$ cat src/rtl/duck_pkg.sv
// Shared types and helpers for the multi-duck motion controller.
// Position values are unsigned fixed point: POS_INT_W integer bits over FRAC fraction bits.
package duck_pkg;

    localparam int POS_INT_W = 12;

    typedef enum logic [2:0] {
        S_IDLE,
        S_SPAWN,
        S_UP_R,
        S_UP_L,
        S_DN_R,
        S_DN_L,
        S_KILLED,
        S_FLEE
    } duck_state_t;

    // A seed that would put the sprite past the right edge is pulled back by one sprite width.
    function automatic logic [POS_INT_W-1:0] spawn_fold(input logic [9:0] seed,
                                                        input int lim,
                                                        input int w);
        int s;
        s = int'({22'd0, seed});
        if (s >= lim) begin
            s = s - w;
        end
        return POS_INT_W'(s);
    endfunction

    function automatic duck_state_t fly_state(input logic up, input logic left);
        if (up) begin
            return left ? S_UP_L : S_UP_R;
        end
        return left ? S_DN_L : S_DN_R;
    endfunction

endpackage

$ cat src/rtl/duck_channel.sv
// One duck: flight FSM with wall/ground bounce, kill-fall, timed flee and event pulses.
// All arithmetic is one bit wider than the position so borrows and overruns are visible.
module duck_channel
    import duck_pkg::*;
#(
    parameter int FRAC         = 24,
    parameter int GROUND       = 620,
    parameter int X_MAX        = 1024,
    parameter int DUCK_W       = 96,
    parameter int DUCK_H       = 32,
    parameter int X_SPEED      = 150,
    parameter int Y_SPEED      = 140,
    parameter int DEAD_SPEED   = 90,
    parameter int ESCAPE_TICKS = 2**26,
    parameter int CH_IDX       = 0
) (
    input  logic                 clk,
    input  logic                 rst,
    input  logic                 game_enable,
    input  logic                 spawn_grant,
    input  logic                 target_killed,
    input  logic [9:0]           lfsr_number,
    input  logic [1:0]           speed_level,
    output logic [POS_INT_W-1:0] xpos,
    output logic [POS_INT_W-1:0] ypos,
    output logic                 duck_direction,
    output logic                 duck_fell,
    output logic                 duck_escaped
);

    localparam int PW  = POS_INT_W + FRAC;
    localparam int EW  = PW + 1;
    localparam int ROT = (3 * CH_IDX) % 10;
    localparam int TW  = (ESCAPE_TICKS > 1) ? $clog2(ESCAPE_TICKS + 1) : 1;
    localparam bit ESC_EN = (ESCAPE_TICKS != 0);

    localparam logic [EW-1:0] X_LIM     = EW'(X_MAX - DUCK_W) << FRAC;
    localparam logic [EW-1:0] Y_LIM     = EW'(GROUND - DUCK_H) << FRAC;
    localparam logic [PW-1:0] Y_GND     = PW'(GROUND) << FRAC;
    localparam logic [PW-1:0] X_RST     = PW'(512) << FRAC;
    localparam logic [EW-1:0] DEAD_STEP = EW'(DEAD_SPEED);
    localparam logic [TW-1:0] ESC_T     = TW'(ESCAPE_TICKS);

    duck_state_t   state_reg, state_next;
    logic [PW-1:0] x_reg, x_next;
    logic [PW-1:0] y_reg, y_next;
    logic [1:0]    lvl_reg, lvl_next;
    logic [TW-1:0] timer_reg, timer_next;
    logic          dir_reg, dir_next;
    logic          fell_reg, fell_next;
    logic          esc_reg, esc_next;

    logic [EW-1:0] x_step, y_step;
    logic [EW-1:0] x_sub, x_add, y_sub, y_add, y_dead;
    logic [19:0]   seed_dbl;
    logic [9:0]    seed;
    logic          left_n, up_n;

    assign x_step = EW'(X_SPEED) << lvl_reg;
    assign y_step = EW'(Y_SPEED) << lvl_reg;
    assign x_sub  = {1'b0, x_reg} - x_step;
    assign x_add  = {1'b0, x_reg} + x_step;
    assign y_sub  = {1'b0, y_reg} - y_step;
    assign y_add  = {1'b0, y_reg} + y_step;
    assign y_dead = {1'b0, y_reg} + DEAD_STEP;

    // Each channel sees the shared seed rotated differently so simultaneous spawns spread out.
    assign seed_dbl = {lfsr_number, lfsr_number};
    assign seed     = seed_dbl[19-ROT -: 10];

    always_comb begin
        state_next = state_reg;
        x_next     = x_reg;
        y_next     = y_reg;
        lvl_next   = lvl_reg;
        timer_next = timer_reg;
        dir_next   = dir_reg;
        fell_next  = 1'b0;
        esc_next   = 1'b0;
        left_n     = (state_reg == S_UP_L) || (state_reg == S_DN_L);
        up_n       = (state_reg == S_UP_L) || (state_reg == S_UP_R);

        case (state_reg)
            S_IDLE: begin
                if (spawn_grant) begin
                    state_next = S_SPAWN;
                    x_next     = PW'(spawn_fold(seed, X_MAX - DUCK_W, DUCK_W)) << FRAC;
                    y_next     = Y_LIM[PW-1:0];
                    lvl_next   = speed_level;
                    timer_next = '0;
                end
            end
            S_SPAWN: begin
                left_n     = x_reg[PW-1:FRAC] >= POS_INT_W'(X_MAX / 2);
                dir_next   = left_n;
                state_next = left_n ? S_UP_L : S_UP_R;
            end
            S_UP_R, S_UP_L, S_DN_R, S_DN_L: begin
                if (target_killed) begin
                    state_next = S_KILLED;
                end else if (ESC_EN && timer_reg == ESC_T) begin
                    state_next = S_FLEE;
                end else begin
                    if (ESC_EN) begin
                        timer_next = timer_reg + TW'(1);
                    end
                    if (left_n) begin
                        if (x_sub[EW-1]) begin
                            x_next = '0;
                            left_n = 1'b0;
                        end else begin
                            x_next = x_sub[PW-1:0];
                        end
                    end else if (x_add >= X_LIM) begin
                        x_next = X_LIM[PW-1:0];
                        left_n = 1'b1;
                    end else begin
                        x_next = x_add[PW-1:0];
                    end
                    if (up_n) begin
                        if (y_sub[EW-1] || y_sub[PW-1:FRAC] == '0) begin
                            y_next = '0;
                            up_n   = 1'b0;
                        end else begin
                            y_next = y_sub[PW-1:0];
                        end
                    end else if (y_add >= Y_LIM) begin
                        y_next = Y_LIM[PW-1:0];
                        up_n   = 1'b1;
                    end else begin
                        y_next = y_add[PW-1:0];
                    end
                    state_next = fly_state(up_n, left_n);
                    dir_next   = left_n;
                end
            end
            S_KILLED: begin
                // Landing is evaluated on the stepped value, so a held kill never stalls the fall.
                if (y_dead >= Y_LIM) begin
                    y_next     = Y_GND;
                    fell_next  = 1'b1;
                    state_next = S_IDLE;
                end else begin
                    y_next = y_dead[PW-1:0];
                end
            end
            S_FLEE: begin
                if (target_killed) begin
                    state_next = S_KILLED;
                end else if (y_sub[EW-1] || y_sub[PW-1:FRAC] == '0) begin
                    y_next     = '0;
                    esc_next   = 1'b1;
                    state_next = S_IDLE;
                end else begin
                    y_next = y_sub[PW-1:0];
                end
            end
            default: begin
                state_next = S_IDLE;
            end
        endcase

        // Abort overrides everything: park on the ground, keep x, drop any pending pulse.
        if (!game_enable) begin
            state_next = S_IDLE;
            x_next     = x_reg;
            y_next     = Y_GND;
            lvl_next   = lvl_reg;
            timer_next = '0;
            dir_next   = dir_reg;
            fell_next  = 1'b0;
            esc_next   = 1'b0;
        end
    end

    always_ff @(posedge clk or posedge rst) begin
        if (rst) begin
            state_reg <= S_IDLE;
            x_reg     <= X_RST;
            y_reg     <= Y_GND;
            lvl_reg   <= '0;
            timer_reg <= '0;
            dir_reg   <= 1'b0;
            fell_reg  <= 1'b0;
            esc_reg   <= 1'b0;
        end else begin
            state_reg <= state_next;
            x_reg     <= x_next;
            y_reg     <= y_next;
            lvl_reg   <= lvl_next;
            timer_reg <= timer_next;
            dir_reg   <= dir_next;
            fell_reg  <= fell_next;
            esc_reg   <= esc_next;
        end
    end

    assign xpos           = x_reg[PW-1:FRAC];
    assign ypos           = y_reg[PW-1:FRAC];
    assign duck_direction = dir_reg;
    assign duck_fell      = fell_reg;
    assign duck_escaped   = esc_reg;

endmodule

$ cat src/rtl/duck_flock_ctl.sv
// Multi-duck motion controller: a rotating spawn token plus N_DUCKS independent duck channels.
// Per-duck outputs are packed 12 bits per duck, duck i at [12*i +: 12].
module duck_flock_ctl
    import duck_pkg::*;
#(
    parameter int N_DUCKS      = 2,
    parameter int FRAC         = 24,
    parameter int GROUND       = 620,
    parameter int X_MAX        = 1024,
    parameter int DUCK_W       = 96,
    parameter int DUCK_H       = 32,
    parameter int X_SPEED      = 150,
    parameter int Y_SPEED      = 140,
    parameter int DEAD_SPEED   = 90,
    parameter int ESCAPE_TICKS = 2**26
) (
    input  logic                           clk,
    input  logic                           rst,
    input  logic                           game_enable,
    input  logic [N_DUCKS-1:0]             target_killed,
    input  logic [9:0]                     lfsr_number,
    input  logic [1:0]                     speed_level,
    output logic [N_DUCKS*POS_INT_W-1:0]   xpos,
    output logic [N_DUCKS*POS_INT_W-1:0]   ypos,
    output logic [N_DUCKS-1:0]             duck_direction,
    output logic [N_DUCKS-1:0]             duck_fell,
    output logic [N_DUCKS-1:0]             duck_escaped
);

    localparam int TOK_W = (N_DUCKS > 1) ? $clog2(N_DUCKS) : 1;

    logic [TOK_W-1:0] token_reg, token_next;

    // Only the channel holding the token may leave IDLE, so at most one spawn happens per clock.
    always_comb begin
        token_next = token_reg;
        if (game_enable) begin
            token_next = (token_reg == TOK_W'(N_DUCKS - 1)) ? '0 : token_reg + TOK_W'(1);
        end
    end

    always_ff @(posedge clk or posedge rst) begin
        if (rst) begin
            token_reg <= '0;
        end else begin
            token_reg <= token_next;
        end
    end

    generate
        for (genvar gi = 0; gi < N_DUCKS; gi++) begin : g_duck
            logic spawn_grant;
            assign spawn_grant = game_enable && (token_reg == TOK_W'(gi));

            duck_channel #(
                .FRAC         (FRAC),
                .GROUND       (GROUND),
                .X_MAX        (X_MAX),
                .DUCK_W       (DUCK_W),
                .DUCK_H       (DUCK_H),
                .X_SPEED      (X_SPEED),
                .Y_SPEED      (Y_SPEED),
                .DEAD_SPEED   (DEAD_SPEED),
                .ESCAPE_TICKS (ESCAPE_TICKS),
                .CH_IDX       (gi)
            ) u_channel (
                .clk            (clk),
                .rst            (rst),
                .game_enable    (game_enable),
                .spawn_grant    (spawn_grant),
                .target_killed  (target_killed[gi]),
                .lfsr_number    (lfsr_number),
                .speed_level    (speed_level),
                .xpos           (xpos[POS_INT_W*gi +: POS_INT_W]),
                .ypos           (ypos[POS_INT_W*gi +: POS_INT_W]),
                .duck_direction (duck_direction[gi]),
                .duck_fell      (duck_fell[gi]),
                .duck_escaped   (duck_escaped[gi])
            );
        end
    endgenerate

endmodule

$ cat config.mk
export PLATFORM = sky130hd
export DESIGN_NAME = duck_flock_ctl
export DESIGN_NICKNAME = d
export VERILOG_FILES = /design/src/rtl/duck_pkg.sv /design/src/rtl/duck_channel.sv /design/src/rtl/duck_flock_ctl.sv
export SDC_FILE = /design/constraint.sdc
export NUM_CORES = 1
export LEC_CHECK = 0
export ABC_AREA = 1
export CAP_MARGIN = 20
export CORE_MARGIN = 1.5
export CORE_UTILIZATION = 70
export DETAILED_ROUTE_END_ITERATION = 16
export PLACE_DENSITY = 0.95
export SYNTH_ARGS = -nofsm -noshare
export SYNTH_HDL_FRONTEND = slang
export SYNTH_HIERARCHICAL = 1
export SYNTH_SLANG_ARGS = --single-unit
$ cat constraint.sdc
create_clock -name clk -period 7.66 [get_ports clk]
set_input_delay 1.532 -clock clk [delete_from_list [all_inputs] [get_ports clk]]
set_output_delay 1.532 -clock clk [all_outputs]
set_load 0.02 [all_outputs]
==> flow_summary.json <==
{
  "status": "finished clean",
  "cpPeakStageDelay_ns": 0.71,
  "cts_hold_buf": 0,
  "yosysWarnings": 6,
  "ant_nets": 0,
  "fin_crit_ns": 4.92,
  "setup_tns_ns": 0,
  "port_buffers": 70,
  "slew_viol_final": 0,
  "cts_setup_buffers": 0,
  "grt_pass1_wl_um": 142000,
  "layout-drive-gt1-share_pct": 6.62,
  "dieArea_um2": 38900,
  "cp_top_family": "simple AND/OR/NAND/NOR gates",
  "dr_total_vias": 29801,
  "n_fill_cell": 3037,
  "synth_area_leader_cell": "nand2_1",
  "crit_buf_inv": 2,
  "yosys_most_used_dff": "dfrtp_1",
  "worstSkewPairLatency_ns": 0.59,
  "synth_area_um2": 26400,
  "min_delay_path_depth": 2,
  "power.share.combinational_pct": 68.9,
  "hold_path.class": "flip-flop to flip-flop",
  "cp_slowest_cell": "nand3_2",
  "grt_max_degree": 73,
  "gp_congestion": 1.08,
  "hold_start": "g_duck[1].u_channel/x_reg[10]",
  "synth_edf_count": 0,
  "timing.fmax_mhz": 203,
  "cts_htree_levels": 1,
  "finalSetupViolations": 0,
  "cts_root_buf": "clkbuf_16",
  "crit_top_cell": "nand2_1",
  "peakVddDrop_v": 0.000424,
  "ff2ff_path_depth": 18,
  "avgSynthCellArea_um2": 5.96,
  "endpoint_kind": "flip-flop",
  "drv_cap": 0,
  "final.setup_skew_ns": 0.0172,
  "grt_pass1_vias": 27899,
  "grt_use_total_pct": 45.0,
  "overflow": 0,
  "tritoncts": "built",
  "r2r_setup_slack_ns": 2.74,
  "crit_chain": "inv_1, ha_1, ha_1, fa_1, nand2_1, nand2_1, nand2_1, o21ai_0, nand2_1, nand3_1, nand2_1, o21ai_1, nand3_2, nand3_4, inv_2, nand2_1, nand3_1, a21boi_1",
  "r2r-start": "g_duck[0].u_channel/lvl_reg[1]",
  "final_cell_mix": "1449 x nand2_1, 474 x inv_1, 454 x nor2_1",
  "p_clk_share_pct": 13.8,
  "drtIter0Drc": 3213,
  "rows": 70,
  "reg2reg_to": "g_duck[0].u_channel/y_reg[33]",
  "setup.worst_path.start": "g_duck[0].u_channel/lvl_reg[1]",
  "start_util_pct": 71.7,
  "power.internal_uw": 4460,
  "critPathLaunchType": "flip-flop",
  "worstMarginPinSlew_ns": 1.01,
  "p_seq_share_pct": 17.4,
  "wl_per_cell_um": 18.3,
  "die_h_um": 197,
  "cts-resized-gates": 0,
  "syn2layout_area_growth_pct": 4.77,
  "arrival_ns": 5.40,
  "clock-sinks": 211,
  "async_flop_share_pct": 100,
  "rsz0062_at_grt": "false",
  "place_hpwl_um": 64800,
  "drt-total-wl_um": 88700,
  "synth_cells": 4433,
  "ys_top_cells_by_area": "nand2_1 21%, dfrtp_1 19%, xor2_1 7.3%",
  "finalPower_uw": 10600,
  "synth_nets": 4551,
  "fin_crit_sh_pct": 64.2,
  "antenna_found_initial": 0,
  "via_per_inst": 6.14,
  "synth_top_area_share_pct": 20.6,
  "cts_buffers": 27,
  "path_max_fanout": 24,
  "finalHoldViolCount": 0,
  "ys_seq_area_share_pct": 20.0,
  "cellPowerDensity_nw_per_um2": 383,
  "synthDistinctLibCells": 65,
  "critPathKind": "flip-flop to flip-flop",
  "max-slew-margin-rel_pct": 32.5,
  "path_clk_slew_ns": 0.06,
  "p_sw_share_pct": 57.9,
  "worstPathRequired_ns": 8.15,
  "switchingPower_uw": 6130,
  "yosys_register_bits": 211,
  "dieWidth_um": 197,
  "nNetsFinal": 4447,
  "io_pins": 71,
  "final_common_cell": "nand2_1",
  "core_um2": 36900,
  "remaining_drc_errors": 0,
  "first_pass_iters": 10,
  "hold_end": "g_duck[1].u_channel/x_reg[10]",
  "clk_path_buf_depth": 3,
  "p_leak_uw": 0.0142
}
-- synth_stat cells (11+ instances only) --
master    count
dfstp_2      12
o21ai_2      14
xor2_1      221
inv_2        42
nor3_1       86
nor2_2       37
nor2_4       11
a21oi_1     110
inv_1       477
o21ai_1      43
nand2_2      22
nor3_2       13
buf_2        89
dfrtp_1     199
buf_4        69
o21ai_0     107
nor2_1      458
nand2_1    1449
nand4_1     193
nand3_1     358
o22ai_1      43
ha_1         97
xnor2_1      22
nand3b_1     16
nor4_1       30
clkbuf_1     50
nand3_2      23
buf_6        13
-- cell type report --
class / count / area [um2] / area share [%]
diodes: 2 / 5.00 / 0.0181
well taps: 504 / 631 / 2.28
repair buffers: 98 / 943 / 3.41
clock inverters: 15 / 250 / 0.904
inverters: 524 / 1970 / 7.12
clock buffers: 34 / 742 / 2.68
multi-input cells: 3467 / 17800 / 64.5
flip-flops and latches: 211 / 5300 / 19.1
-- power by group through the flow --
stage | Sequential (uW) | Clock [uW] | Combinational, uW
floorplan | 1570 | 0 | 5630
CTS | 1810 | 1460 | 7040
detailed placement | 1820 | 0 | 6970
global placement | 1820 | 0 | 6840
global route | 1860 | 1500 | 7920
finish | 1840 | 1460 | 7300
-- cells by family (layout without fill, tap and decap cells) --
group	count (synthesis)	after routing	share of synthesized area, %
compound gates	377	377	8.24
xor+xnor	243	243	8.06
fa+ha+maj	101	101	4.90
buf+inv	755	671	12.5
flops	211	211	20.0
other cells	0	2	0
simple gates	2746	2746	46.2
-- through the flow --
step	utilization, %	hold slack (ns)	area [um2]	std cells	worst slack (ns)
after CTS	75.0	0.527	27700	4852	2.80
after global routing	75.1	0.553	27700	4853	2.58
after floorplan	-	0.461	26400	4433	3.38
final	75.1	0.528	27700	4855	2.74
after global placement	72.2	0.496	26600	4802	2.62
after detailed placement	72.3	0.507	26700	4803	2.61
-- how the worst max path moves through the flow --
stage	end	cells past startpoint
floorplan	g_duck[0].u_channel/duck_direction	1
global placement	g_duck[1].u_channel/y_reg[30]	11
detailed placement	g_duck[1].u_channel/timer_reg[7]	11
CTS	g_duck[1].u_channel/state_reg[0]	23
global route	g_duck[0].u_channel/y_reg[33]	19
finish	g_duck[0].u_channel/y_reg[33]	18
-- per-layer routing --
layer | global-route usage [%] | wire length (um) | share of wire, %
met1 | 59.0 | 34600 | 39
met2 | 70.5 | 38500 | 43
met3 | 8.09 | 10700 | 12
met4 | 24.2 | 4880 | 5.5
met5 | 0 | 0 | 0
-- worst reg2reg max path: stages (launching register included) --
cell and delay [ns]:
dfrtp_1 0.47, inv_1 0.36, ha_1 0.40, ha_1 0.33, fa_1 0.32, nand2_1 0.07, nand2_1 0.10, nand2_1 0.11
o21ai_0 0.44, nand2_1 0.16, nand3_1 0.10, nand2_1 0.08, o21ai_1 0.24, nand3_2 0.71, nand3_4 0.39, inv_2 0.15
nand2_1 0.08, nand3_1 0.06, a21boi_1 0.22
Power figures use the tool's default switching activity.
